===== config.mk =====
export PLATFORM = sky130hd
export DESIGN_NAME = int_ctrl
export DESIGN_NICKNAME = d
export VERILOG_FILES = /design/src/rtl/int_ctrl_pkg.sv /design/src/rtl/int_prio.sv /design/src/rtl/int_ctrl.sv
export SDC_FILE = /design/constraint.sdc
export NUM_CORES = 1
export LEC_CHECK = 0
export ABC_AREA = 1
export CAP_MARGIN = 15
export CELL_PAD_IN_SITES_DETAIL_PLACEMENT = 0
export CELL_PAD_IN_SITES_GLOBAL_PLACEMENT = 1
export CORE_ASPECT_RATIO = 1.5
export CORE_MARGIN = 5
export CORE_UTILIZATION = 23
export CTS_CLUSTER_DIAMETER = 150
export DETAILED_ROUTE_END_ITERATION = 10
export PLACE_DENSITY_LB_ADDON = 0.1
export SLEW_MARGIN = 20
export SYNTH_ARGS = -nofsm -noshare
export SYNTH_HDL_FRONTEND = slang
export SYNTH_SLANG_ARGS = --single-unit

===== constraint.sdc =====
create_clock -name clk -period 2.2 [get_ports clk]
set_input_delay 0.22 -clock clk [delete_from_list [all_inputs] [get_ports clk]]
set_output_delay 0.22 -clock clk [all_outputs]
set_load 0.03 [all_outputs]

===== src/rtl/int_ctrl_pkg.sv =====
// int_ctrl_pkg: shared CSR addresses, cause codes, mstatus bit indices and sequencer states
package int_ctrl_pkg;
  localparam logic [11:0] CSR_MSTATUS = 12'h300;
  localparam logic [11:0] CSR_MTVEC = 12'h305;
  localparam logic [11:0] CSR_MEPC = 12'h341;
  localparam logic [11:0] CSR_MCAUSE = 12'h342;
  localparam logic [3:0] CODE_ECALL = 4'd11;
  localparam logic [3:0] CODE_EBREAK = 4'd3;
  localparam logic [3:0] CODE_IRQ_EXT = 4'd11;
  localparam logic [3:0] CODE_IRQ_TMR = 4'd7;
  localparam int MSTATUS_MIE = 3;
  localparam int MSTATUS_MPIE = 7;
  typedef enum logic [2:0] {
    S_IDLE,
    S_MEPC,
    S_MSTATUS,
    S_MCAUSE,
    S_ASSERT,
    S_MRET
  } state_t;
endpackage


===== src/rtl/int_prio.sv =====
// int_prio: picks the winning trap source (ecall > ebreak > irq_ext > irq_tmr) and its cause code
//   in:  ecall, ebreak, irq_ext, irq_tmr, irq_en (interrupts allowed)
//   out: valid (some source wins), is_int (winner is an interrupt), code (cause low bits)
module int_prio
  import int_ctrl_pkg::*;
(
  input  logic       ecall,
  input  logic       ebreak,
  input  logic       irq_ext,
  input  logic       irq_tmr,
  input  logic       irq_en,
  output logic       valid,
  output logic       is_int,
  output logic [3:0] code
);
  always_comb begin
    valid = ecall | ebreak | (irq_en & (irq_ext | irq_tmr));
    is_int = ~ecall & ~ebreak;
    code = ecall ? CODE_ECALL : ebreak ? CODE_EBREAK : irq_ext ? CODE_IRQ_EXT : CODE_IRQ_TMR;
  end
endmodule


===== src/rtl/int_ctrl.sv =====
// int_ctrl: trap/interrupt sequencer writing mepc, mstatus, mcause then redirecting fetch; handles mret
//   in:  pipeline flags/PCs, level irqs, EX CSR-write flag, MIE, mtvec/mepc/mstatus from the CSR file
//   out: CSR write port (we/waddr/wdata), CSR read address, hold, one-cycle redirect (assert/addr)
module int_ctrl
  import int_ctrl_pkg::*;
#(
  parameter int DW = 16,
  parameter int AW = 16
) (
  input  logic          clk,
  input  logic          rst_n,
  input  logic [DW-1:0] inst_addr_i,
  input  logic          ecall_i,
  input  logic          ebreak_i,
  input  logic          mret_i,
  input  logic          jump_flag_i,
  input  logic [DW-1:0] jump_addr_i,
  input  logic          irq_ext_i,
  input  logic          irq_tmr_i,
  input  logic          ex_csr_we_i,
  input  logic          global_int_en_i,
  input  logic [DW-1:0] csr_mtvec_i,
  input  logic [DW-1:0] csr_mepc_i,
  input  logic [DW-1:0] csr_mstatus_i,
  output logic          int_we_o,
  output logic [AW-1:0] int_waddr_o,
  output logic [AW-1:0] int_raddr_o,
  output logic [DW-1:0] int_wdata_o,
  output logic          hold_o,
  output logic          int_assert_o,
  output logic [DW-1:0] int_addr_o
);
  state_t state;
  logic [DW-1:0] cause, pc, st_trap, st_mret;
  logic idle, valid, is_int, trap_acc, mret_acc;
  logic [3:0] code;
  assign idle = state == S_IDLE;
  // mret wins over a same-cycle interrupt, so interrupts are masked while mret is decoded
  int_prio u_prio (
    .ecall(ecall_i),
    .ebreak(ebreak_i),
    .irq_ext(irq_ext_i),
    .irq_tmr(irq_tmr_i),
    .irq_en(global_int_en_i & ~mret_i),
    .valid(valid),
    .is_int(is_int),
    .code(code)
  );
  // an EX CSR write owns the CSR port this cycle, so nothing is accepted alongside it
  assign trap_acc = idle & ~ex_csr_we_i & valid;
  assign mret_acc = idle & ~ex_csr_we_i & mret_i & ~valid;
  always_comb begin
    st_trap = csr_mstatus_i;
    st_trap[MSTATUS_MPIE] = csr_mstatus_i[MSTATUS_MIE];
    st_trap[MSTATUS_MIE] = 1'b0;
    st_mret = csr_mstatus_i;
    st_mret[MSTATUS_MIE] = csr_mstatus_i[MSTATUS_MPIE];
    st_mret[MSTATUS_MPIE] = 1'b1;
  end
  always_ff @(posedge clk or negedge rst_n) begin
    if (!rst_n) begin
      state <= S_IDLE;
      cause <= '0;
      pc <= '0;
    end else begin
      unique case (state)
        S_IDLE: begin
          if (trap_acc) begin
            state <= S_MEPC;
            cause <= {is_int, {(DW-5){1'b0}}, code};
            // an interrupt taken during a jump must resume at the jump target
            pc <= (is_int & jump_flag_i) ? jump_addr_i : inst_addr_i;
          end else if (mret_acc) begin
            state <= S_MRET;
          end
        end
        S_MEPC: state <= S_MSTATUS;
        S_MSTATUS: state <= S_MCAUSE;
        S_MCAUSE: state <= S_ASSERT;
        S_ASSERT: state <= S_IDLE;
        S_MRET: state <= S_IDLE;
        default: state <= S_IDLE;
      endcase
    end
  end
  // redirect and mstatus data are taken live so same-cycle CSR updates are honoured
  always_comb begin
    int_we_o = state inside {S_MEPC, S_MSTATUS, S_MCAUSE, S_MRET};
    int_waddr_o = state == S_MEPC ? AW'(CSR_MEPC) :
                  state == S_MCAUSE ? AW'(CSR_MCAUSE) :
                  (state == S_MSTATUS || state == S_MRET) ? AW'(CSR_MSTATUS) : '0;
    int_wdata_o = state == S_MEPC ? pc :
                  state == S_MSTATUS ? st_trap :
                  state == S_MCAUSE ? cause :
                  state == S_MRET ? st_mret : '0;
    hold_o = rst_n & (~idle | trap_acc | mret_acc);
    int_assert_o = state == S_ASSERT || state == S_MRET;
    int_addr_o = state == S_ASSERT ? csr_mtvec_i : state == S_MRET ? csr_mepc_i : '0;
    int_raddr_o = rst_n ? AW'(CSR_MSTATUS) : '0;
  end
endmodule


After elaboration in Yosys (flattened, before gate mapping)
Cells that the tools add are included.

Register bits: 24. Input port bits: 90. Output and inout port bits: 67. Logic and storage cells: 51.

Equality and inequality tests: 6. Muxes and demuxes: 17. Bitwise operators: 20. Reductions and logical operators: 5.

Operators with widths (number): $mux W16 (7); $mux W10 (4); $mux W4 (3); $pmux W3 S4 (1); $and A1 B1 Y1 (9); $eq A3 B2 Y1 const B (2); $eq A3 B3 Y1 const B (2); $mux W3 (2); $not A1 Y1 (6); $or A1 B1 Y1 (5); $reduce_bool A4 Y1 (1); $eq A3 B1 Y1 const B (1); $logic_not A3 Y1 (1); $ne A3 B1 Y1 const B (1); $logic_or A1 B1 Y1 (2); $reduce_and A2 Y1 (1).

Depth between registers and ports, before layout
Gate-level depths: netlist (run 1).

Word-level depth: 9. Mapped depth: 9. Gate-level depth less buffers: 9.

Hierarchy
Synthesis (run 1) repeated with hierarchy kept, for this count alone.

Cells, all modules: 333. Area total of the unflattened synthesis: 2054.5 sq um.

Modules (own cells, without submodules): int_ctrl (times used 1, cells each 324, area an instance 2004.4 sq um, seq. area each 600.6 sq um); int_prio (times used 1, cells each 9, area an instance 50.0 sq um, seq. area each 0.0 sq um).

Worst setup path after synthesis (run 1)
OpenSTA, ideal clock, no wires.

Path kind: reg2out. From: reg state[2]. To: out int_waddr_o[8]. Arrival: 1888 ps. Data required time: 1980 ps. Slack: 92 ps. Cell stages (with the launch flop): 5. Path buffers: 3. Path through: dfrtp_1 -> buf_4 -> buf_2 -> o21ai_0 -> buf_4.

Cells in the longest elaborated chain, start to end: 5. Elaborated cells between the ends (all ways): 8. Classes of those cells: eq/ne: 4; mux: 3; reduce/logical: 1.

RTL lines: from (decl) (RTL line int_ctrl.sv:33) `state_t state;`; from (signal assigned) (RTL line int_ctrl.sv:62) `state <= S_IDLE;`; from (signal assigned) (RTL line int_ctrl.sv:69) `state <= S_MEPC;`; from (signal assigned) (RTL line int_ctrl.sv:74) `state <= S_MRET;`; $eq A3 B2 Y1 or $eq A3 B3 Y1 (tied branches) (RTL line int_ctrl.sv:91) `(state == S_MSTATUS || state == S_MRET) ? AW'(CSR_MSTATUS) : '0;`; $logic_or A1 B1 Y1 (RTL line int_ctrl.sv:91); $mux W10 (RTL line int_ctrl.sv:91); $mux W10 (RTL line int_ctrl.sv:90) `state == S_MCAUSE ? AW'(CSR_MCAUSE) :`; $mux W10 (*) (RTL line int_ctrl.sv:89) `int_waddr_o = state == S_MEPC ? AW'(CSR_MEPC) :`; to (decl) (RTL line int_ctrl.sv:26) `output logic [AW-1:0] int_waddr_o,`.

Every way passes the cells marked *; elsewhere a longest branch is shown, timed or not.

Final worst setup path (run 1)
From: reg state[1]. To: out int_we_o.

Cells in the longest elaborated chain, start to end: 2. Elaborated cells between the ends (all ways): 5. Classes of those cells: eq/ne: 4; reduce/logical: 1.

RTL lines: $eq A3 B1 Y1 (tied with other cells) (RTL line int_ctrl.sv:88) `int_we_o = state inside {S_MEPC, S_MSTATUS, S_MCAUSE, S_MRET};`; $reduce_bool A4 Y1 (*) (RTL line int_ctrl.sv:88); to (decl) (RTL line int_ctrl.sv:25) `output logic int_we_o,`.

Marks and branches as above.

==> results of run 1 <==
[area by class of cell]
class | count | area share [%]
Multi-Input combinational cell | 211 | 31.0
Inverter | 47 | 5.62
Tap cell | 107 | 4.09
Clock buffer | 3 | 2.30
Sequential cell | 23 | 17.6
Timing Repair Buffer | 139 | 39.3
Clock inverter | 1 | 0.153
[how the worst max path moves through the flow]
stage | from | to | slack, ps
3_3_place_gp | state[1] | int_waddr_o[6] | 350
2_1_floorplan | state[2] | int_waddr_o[8] | 90
5_1_grt | state[1] | int_we_o | 2
3_5_place_dp | state[1] | int_waddr_o[6] | 350
6_report | state[1] | int_we_o | 100
4_1_cts | state[1] | int_waddr_o[6] | 70
[metrics by stage]
stage / worst slack (ps) / area [sq um]
finish: 95.1 / 3270
global route: 2.49 / 3270
CTS: 67.9 / 3270
detailed placement: 347 / 3190
global placement: 350 / 3190
floorplan: 92.0 / 2100
[flip-flops by register name, summed over array words and instances (netlist names)]
register,flops
state,3
cause,4
pc,16
[where the power goes]
group	internal (uW)	switching, uW	leakage, uW	total (uW)
Clock	244	142	0.0000409	386
Sequential	612	90.9	0.000283	702
Combinational	934	1630	0.00131	2560
Total	1790	1860	0.00164	3650
[layout by cell type (no fill, tap or decap)]
master,n
sky130_fd_sc_hd__a22oi_1,2
sky130_fd_sc_hd__buf_4,44
sky130_fd_sc_hd__clkbuf_16,3
sky130_fd_sc_hd__clkdlybuf4s50_1,94
sky130_fd_sc_hd__clkinv_2,1
sky130_fd_sc_hd__conb_1,25
sky130_fd_sc_hd__dfrtp_1,23
sky130_fd_sc_hd__dlymetal6s2s_1,1
sky130_fd_sc_hd__inv_1,44
sky130_fd_sc_hd__inv_2,2
sky130_fd_sc_hd__inv_8,1
sky130_fd_sc_hd__nand2_1,83
sky130_fd_sc_hd__nand2_2,3
sky130_fd_sc_hd__nand2_4,1
sky130_fd_sc_hd__nand3_1,36
sky130_fd_sc_hd__nand3_2,1
sky130_fd_sc_hd__nand3b_1,1
sky130_fd_sc_hd__nor2_1,6
sky130_fd_sc_hd__nor2_2,1
sky130_fd_sc_hd__nor2_4,3
sky130_fd_sc_hd__o211ai_1,2
sky130_fd_sc_hd__o21ai_0,24
sky130_fd_sc_hd__o21ai_1,9
sky130_fd_sc_hd__o21ai_2,12
sky130_fd_sc_hd__o221ai_1,2
[logic make-up (layout without fill, tap and decap cells)]
kind of cell,Yosys count,in the layout,synth area share [%]
other cells,1,25,0.186
compound gates,51,51,15.8
flops,23,23,28.6
buf+inv,91,190,25.7
simple gates,135,135,29.8
[layer usage]
metal	wire length (um)	vias up
met5	0	-
met4	112	0
met2	3450	105
li1	-	1132
met1	2770	919
met3	604	6
[worst max-delay path: stages, from the launching register on]
cell	delay, ps
sky130_fd_sc_hd__dfrtp_1	420
sky130_fd_sc_hd__inv_1	140
sky130_fd_sc_hd__o21ai_0	330
sky130_fd_sc_hd__clkdlybuf4s50_1	740
==> run metrics, run 1 <==
Hold Path End cause[1]; initial standard-cell utilization of the core between 20% and 30%; number of failing setup endpoints in the final timing report 0; fmax between 400 and 500 MHz; largest voltage drop on the vdd net approximately 520 uV; site row count 41; post-synth top area share 28.6%; DRT Pass-1 Iters 4; Critical R2R Launch state[2]; summed instance area of the synthesized netlist 0.00201 sq mm; count of maximum capacitance violations 0; power density of the placed cells 1120 mW/mm^2; transition time at the pin with the least slew margin 539 ps; setup repair after global routing missed its margin false; Bufs on Longest Clock Path 2; type of the worst setup path register to primary output; die area 0.0108 sq mm; final weighted congestion of routability-driven global placement between 0.7 and 0.8; Hold Crit Depth 2; layer with the highest usage after global routing met2; cell at the root of the clock tree sky130_fd_sc_hd__clkbuf_16; Net count, final 515; postcts setup bufs 0; number of DRC markers after the initial detailed-route iteration just under 80; number of gates resized after cts 0; clock buffer count from CTS 3; Cell Count Post-Placement 527; clock slew at reported path FFs 60 ps; number of hold-repair buffers added at the cts stage 0; critical register-to-register path endpoint pc[7]; Worst Reg-to-Reg Cells 7; wire length of the first global-routing pass 10.9 mm; die height 125 um; boundary pin count 157; Critical Path RT 1980 ps; most used standard cell by instance count after synthesis sky130_fd_sc_hd__nand2_1; CP Max Fanout 5; post-route core utilization 38.6%; number of input and output port buffers inserted around 130; Slew Limit Fails 0; met3 usage in global routing 1.99%; Hold Crit Class register to register; number of global-route vias before repair 2,184; hold violation count in the final report 0; largest clock skew in the final design 2.11 ps; antenna-violating nets left 0; sequential fraction of the synthesis area ~29%; chip width 86.4 um; dominant cells by area after synthesis sky130_fd_sc_hd__dfrtp_1 (29%), sky130_fd_sc_hd__nand2_1 (16%), sky130_fd_sc_hd__buf_4 (12%), sky130_fd_sc_hd__nand3_1 (8.9%), sky130_fd_sc_hd__inv_1 (8.2%); static leakage power between 0.0015 and 0.002 uW; most frequently used flop master after synthesis sky130_fd_sc_hd__dfrtp_1; antenna cell count 0; DRC viols 0; beginning of the worst hold path cause[1]; global-route usage over all layers 12.7%; GRT met2 Usage 22.8%; synthesized area divided by synthesized cell count ~6.7 sq um; insertion delay to the later sink of the worst-skew pair 250 ps; cell count after synthesis 301; Slew headroom 64.0%; synthesis-stage register bit count 23; TritonCTS clock tree yes; number of antenna violations at the first check in global routing 0; detailed-route via count 2,162; met1 demand-to-capacity share in global routing 14.9%; post-synth cell types 26; post-route minimum period 2100 ps; Worst EP arrival 1880 ps; library cell with the largest summed area after synthesis sky130_fd_sc_hd__dfrtp_1; Yosys Warn Count 0; fillers between 900 and 1,000; wire length per cell after detailed routing 13.1 um; Final TNS setup 0 ps; post-DR vias/cell 4.07; worst setup slack for register-to-register paths 790 ps; maximum number of pins on one net before global-route repair 36; Critical Path End Type primary output; grt ovf 0; ratio of cells with drive above 1 in the final layout about 17%; worst-case hold slack 448 ps; core area roughly 0.0085 sq mm; Clock H-tree levels 1; storage element area ~580 sq um; run status finished, final reports clean; HPWL after DPL 5.78 mm; TritonCTS sink count 23; Area Overhead vs Synth 62.4%; combined area of the multi-input logic cells 0.00101 sq mm; kind of start point of the critical path register; commonest cells in the netlist sky130_fd_sc_hd__nand2_1 (84), sky130_fd_sc_hd__inv_1 (44), sky130_fd_sc_hd__nand3_1 (36), sky130_fd_sc_hd__buf_4 (31), sky130_fd_sc_hd__o21ai_0 (24); wire length after detailed routing between 6 and 7 mm; number of enable-type register cells in the synthesized netlist 0; total power 3650 uW; Layout Cells excl Fill 531; fraction of registers with async set/reset 100%; final period utilization a little over nine tenths
Power figures use the tool's default switching activity.
==> run 2, diff against run 1 <==
--- a/config.mk
+++ b/config.mk
@@ -15,6 +15,7 @@
 export CTS_CLUSTER_DIAMETER = 150
 export DETAILED_ROUTE_END_ITERATION = 10
 export PLACE_DENSITY_LB_ADDON = 0.1
+export SKIP_LAST_GASP = 1
 export SLEW_MARGIN = 20
 export SYNTH_ARGS = -nofsm -noshare
 export SYNTH_HDL_FRONTEND = slang
==> results of run 2 <==
Same layout as run 1: the final DEF is identical, and so are final timing and power.
==> run 3, diff against run 2 <==
--- a/config.mk
+++ b/config.mk
@@ -14,7 +14,7 @@
 export CORE_UTILIZATION = 23
 export CTS_CLUSTER_DIAMETER = 150
 export DETAILED_ROUTE_END_ITERATION = 10
-export PLACE_DENSITY_LB_ADDON = 0.1
+export PLACE_DENSITY = 0.95
 export SKIP_LAST_GASP = 1
 export SLEW_MARGIN = 20
 export SYNTH_ARGS = -nofsm -noshare
==> run 3 against run 2 <==
  * Final cell count stayed put
  * Highest routed layer unchanged
  * Via count grew 1.5%
  * Sequential share of layout area fell by 0.43 points
  * Clock-buffer cell count grew 1
==> run metrics, run 3 (synthesis gave the netlist of run 1 again) <==
run status finished, final reports clean; chip width 86.4 um (unchanged); largest clock skew in the final design 2.15 ps (+0.0379 ps); ordered list of cells on the worst path inv_1 -> nand2_2 -> nor2_4 -> inv_2 -> nand2_1 -> clkdlybuf4s50_1; ratio of cells with drive above 1 in the final layout 16.5% (-0.47 points); Worst Reg-to-Reg Cells 7 (unchanged); standard cell with the maximum stage delay on the critical path sky130_fd_sc_hd__clkdlybuf4s50_1; number of antenna violations at the first check in global routing 0 (unchanged); static leakage power 0.00165 uW (+0.46%); site row count 41 (unchanged); count of maximum capacitance violations 0 (unchanged); Critical Path RT 1980 ps (about the same); number of global-route vias before repair 2,319 (+6.2%); wire length of the first global-routing pass 11.0 mm (+1.0%); TritonCTS clock tree yes; critical register-to-register path endpoint pc[13]; Largest register FFs 16 (unchanged); post-route minimum period 2090 ps (-13.0 ps); Clock H-tree levels 1 (unchanged); Hold Crit Class input pin to asynchronous set/reset pin; DRC viols 0 (unchanged); number of hold-repair buffers added at the cts stage 0 (unchanged); initial standard-cell utilization of the core 23.8% (unchanged); kind of start point of the critical path register; transition time at the pin with the least slew margin 666 ps (+127 ps); Bufs on Longest Clock Path 2 (unchanged); Slew headroom 55.5% (-8.4 points); boundary pin count 157 (unchanged); DRT Pass-1 Iters 4 (unchanged); combined area of the multi-input logic cells 0.00101 sq mm (-0.25%); number of gates resized after cts 0 (unchanged); insertion delay to the later sink of the worst-skew pair 250 ps (about the same); worst setup slack for register-to-register paths 830 ps (+40 ps); Critical Path End Type primary output; total power 3840 uW (+5.1%); final std cell area, no fill 0.00335 sq mm (+2.5%); largest register by flop count pc; type of the worst setup path register to primary output; storage element area 576 sq um (unchanged); Worst EP arrival 1870 ps (about the same); Critical R2R Launch state[2]; CP max stage delay 700 ps (-40 ps); largest voltage drop on the vdd net 699 uV (+35%); most common library cell in the layout ignoring fill and taps sky130_fd_sc_hd__clkdlybuf4s50_1; setup repair after global routing missed its margin true; commonest cells after routing, fill and taps aside sky130_fd_sc_hd__clkdlybuf4s50_1 (95), sky130_fd_sc_hd__nand2_1 (84), sky130_fd_sc_hd__inv_1 (44); postcts setup bufs 0 (unchanged); clock slew at reported path FFs 60 ps (about the same); fillers 904 (-2.4%); wire length after detailed routing 6.92 mm (-0.26%); grt ovf 0 (unchanged); antenna cell count 0 (unchanged); fmax 478 MHz (+0.62%); die area 0.0108 sq mm (unchanged); number of input and output port buffers inserted 131 (unchanged); global-route usage over all layers 12.6% (-0.038 points); largest registers pc x16, cause x4, state x3; final period utilization 95.1% (-0.59 points); number of failing setup endpoints in the final timing report 0 (unchanged); CP Max Fanout 5 (unchanged); maximum number of pins on one net before global-route repair 36 (unchanged); hold violation count in the final report 0 (unchanged); antenna-violating nets left 0 (unchanged); Final TNS setup 0 ps (unchanged); HPWL after DPL 6.05 mm (+4.8%); Slew Limit Fails 0 (unchanged); die height 125 um (unchanged); core area 0.00846 sq mm (unchanged); detailed-route via count 2,194 (+1.5%); placement-stage cell area 0.00327 sq mm (+2.7%); post-DR vias/cell 4.13 (+1.5%); Net count, final 515 (unchanged); TritonCTS sink count 23 (unchanged); clock buffer count from CTS 3 (unchanged); number of DRC markers after the initial detailed-route iteration 64 (-18%); wire length per cell after detailed routing 13.0 um (-0.26%); Area Overhead vs Synth 66.4%; final weighted congestion of routability-driven global placement 0.774 (+6.0%); cell at the root of the clock tree sky130_fd_sc_hd__clkbuf_16; power density of the placed cells 1150 mW/mm^2 (+2.5%)
## run 3: changes by cell type in the layout (fill, tap and decap cells not counted)
cell                              before  now
sky130_fd_sc_hd__clkdlybuf4s50_1      94   95
sky130_fd_sc_hd__dlymetal6s2s_1        1    0
sky130_fd_sc_hd__clkbuf_1              0    1
sky130_fd_sc_hd__buf_4                44   37
sky130_fd_sc_hd__nand2_2               3    2
sky130_fd_sc_hd__nand2_1              83   84
sky130_fd_sc_hd__clkinv_2              1    0
sky130_fd_sc_hd__buf_12                0    7
## run 3: critical path: cells and delay by family (launching register included)
kind	cells	cell delay, ps
buffers and inverters	3	900
AND/OR/NAND/NOR	3	310
flip-flops	1	420
## run 3: worst max path at each step
stage | startpoint | end | slack, ps | cells past startpoint
2_1_floorplan | state[2] | int_waddr_o[8] | 90 | 4
3_3_place_gp | state[2] | int_waddr_o[6] | 380 | 4
3_5_place_dp | ebreak_i | pc[6] | 350 | 8
4_1_cts | state[1] | int_waddr_o[6] | 100 | 6
5_1_grt | state[0] | int_addr_o[7] | -20 | 4
6_report | state[1] | int_waddr_o[6] | 110 | 6
## run 3: final cells by class
cell class	instances	area share [%]
well taps	107	3.99
multi-input cells	211	30.2
repair buffers	139	40.8
clock buffers	4	2.35
inverters	47	5.49
flip-flops and latches	23	17.2
## run 3: per-stage QoR
step	hold WS [ps]	util, %	worst slack (ps)	cells
2_1_floorplan	-75.6	-	92.0	325
3_3_place_gp	433	38.7	379	527
3_5_place_dp	453	38.7	349	527
4_1_cts	279	39.6	95.8	531
5_1_grt	282	39.6	-16.7	531
6_report	256	39.6	108	531
## run 3: power by group
group | internal (uW) | switching [uW]
sequential | 612 | 90.6
combinational | 1090 | 1660
clock | 247 | 134
## run 3: layer usage
layer | share of wire, % | track usage (%) | vias up
met5 | 0 | 0 | -
met4 | 2.1 | 4.68 | 0
met3 | 8.9 | 2.45 | 8
met2 | 51 | 23.9 | 110
met1 | 38 | 13.2 | 942
li1 | - | - | 1134
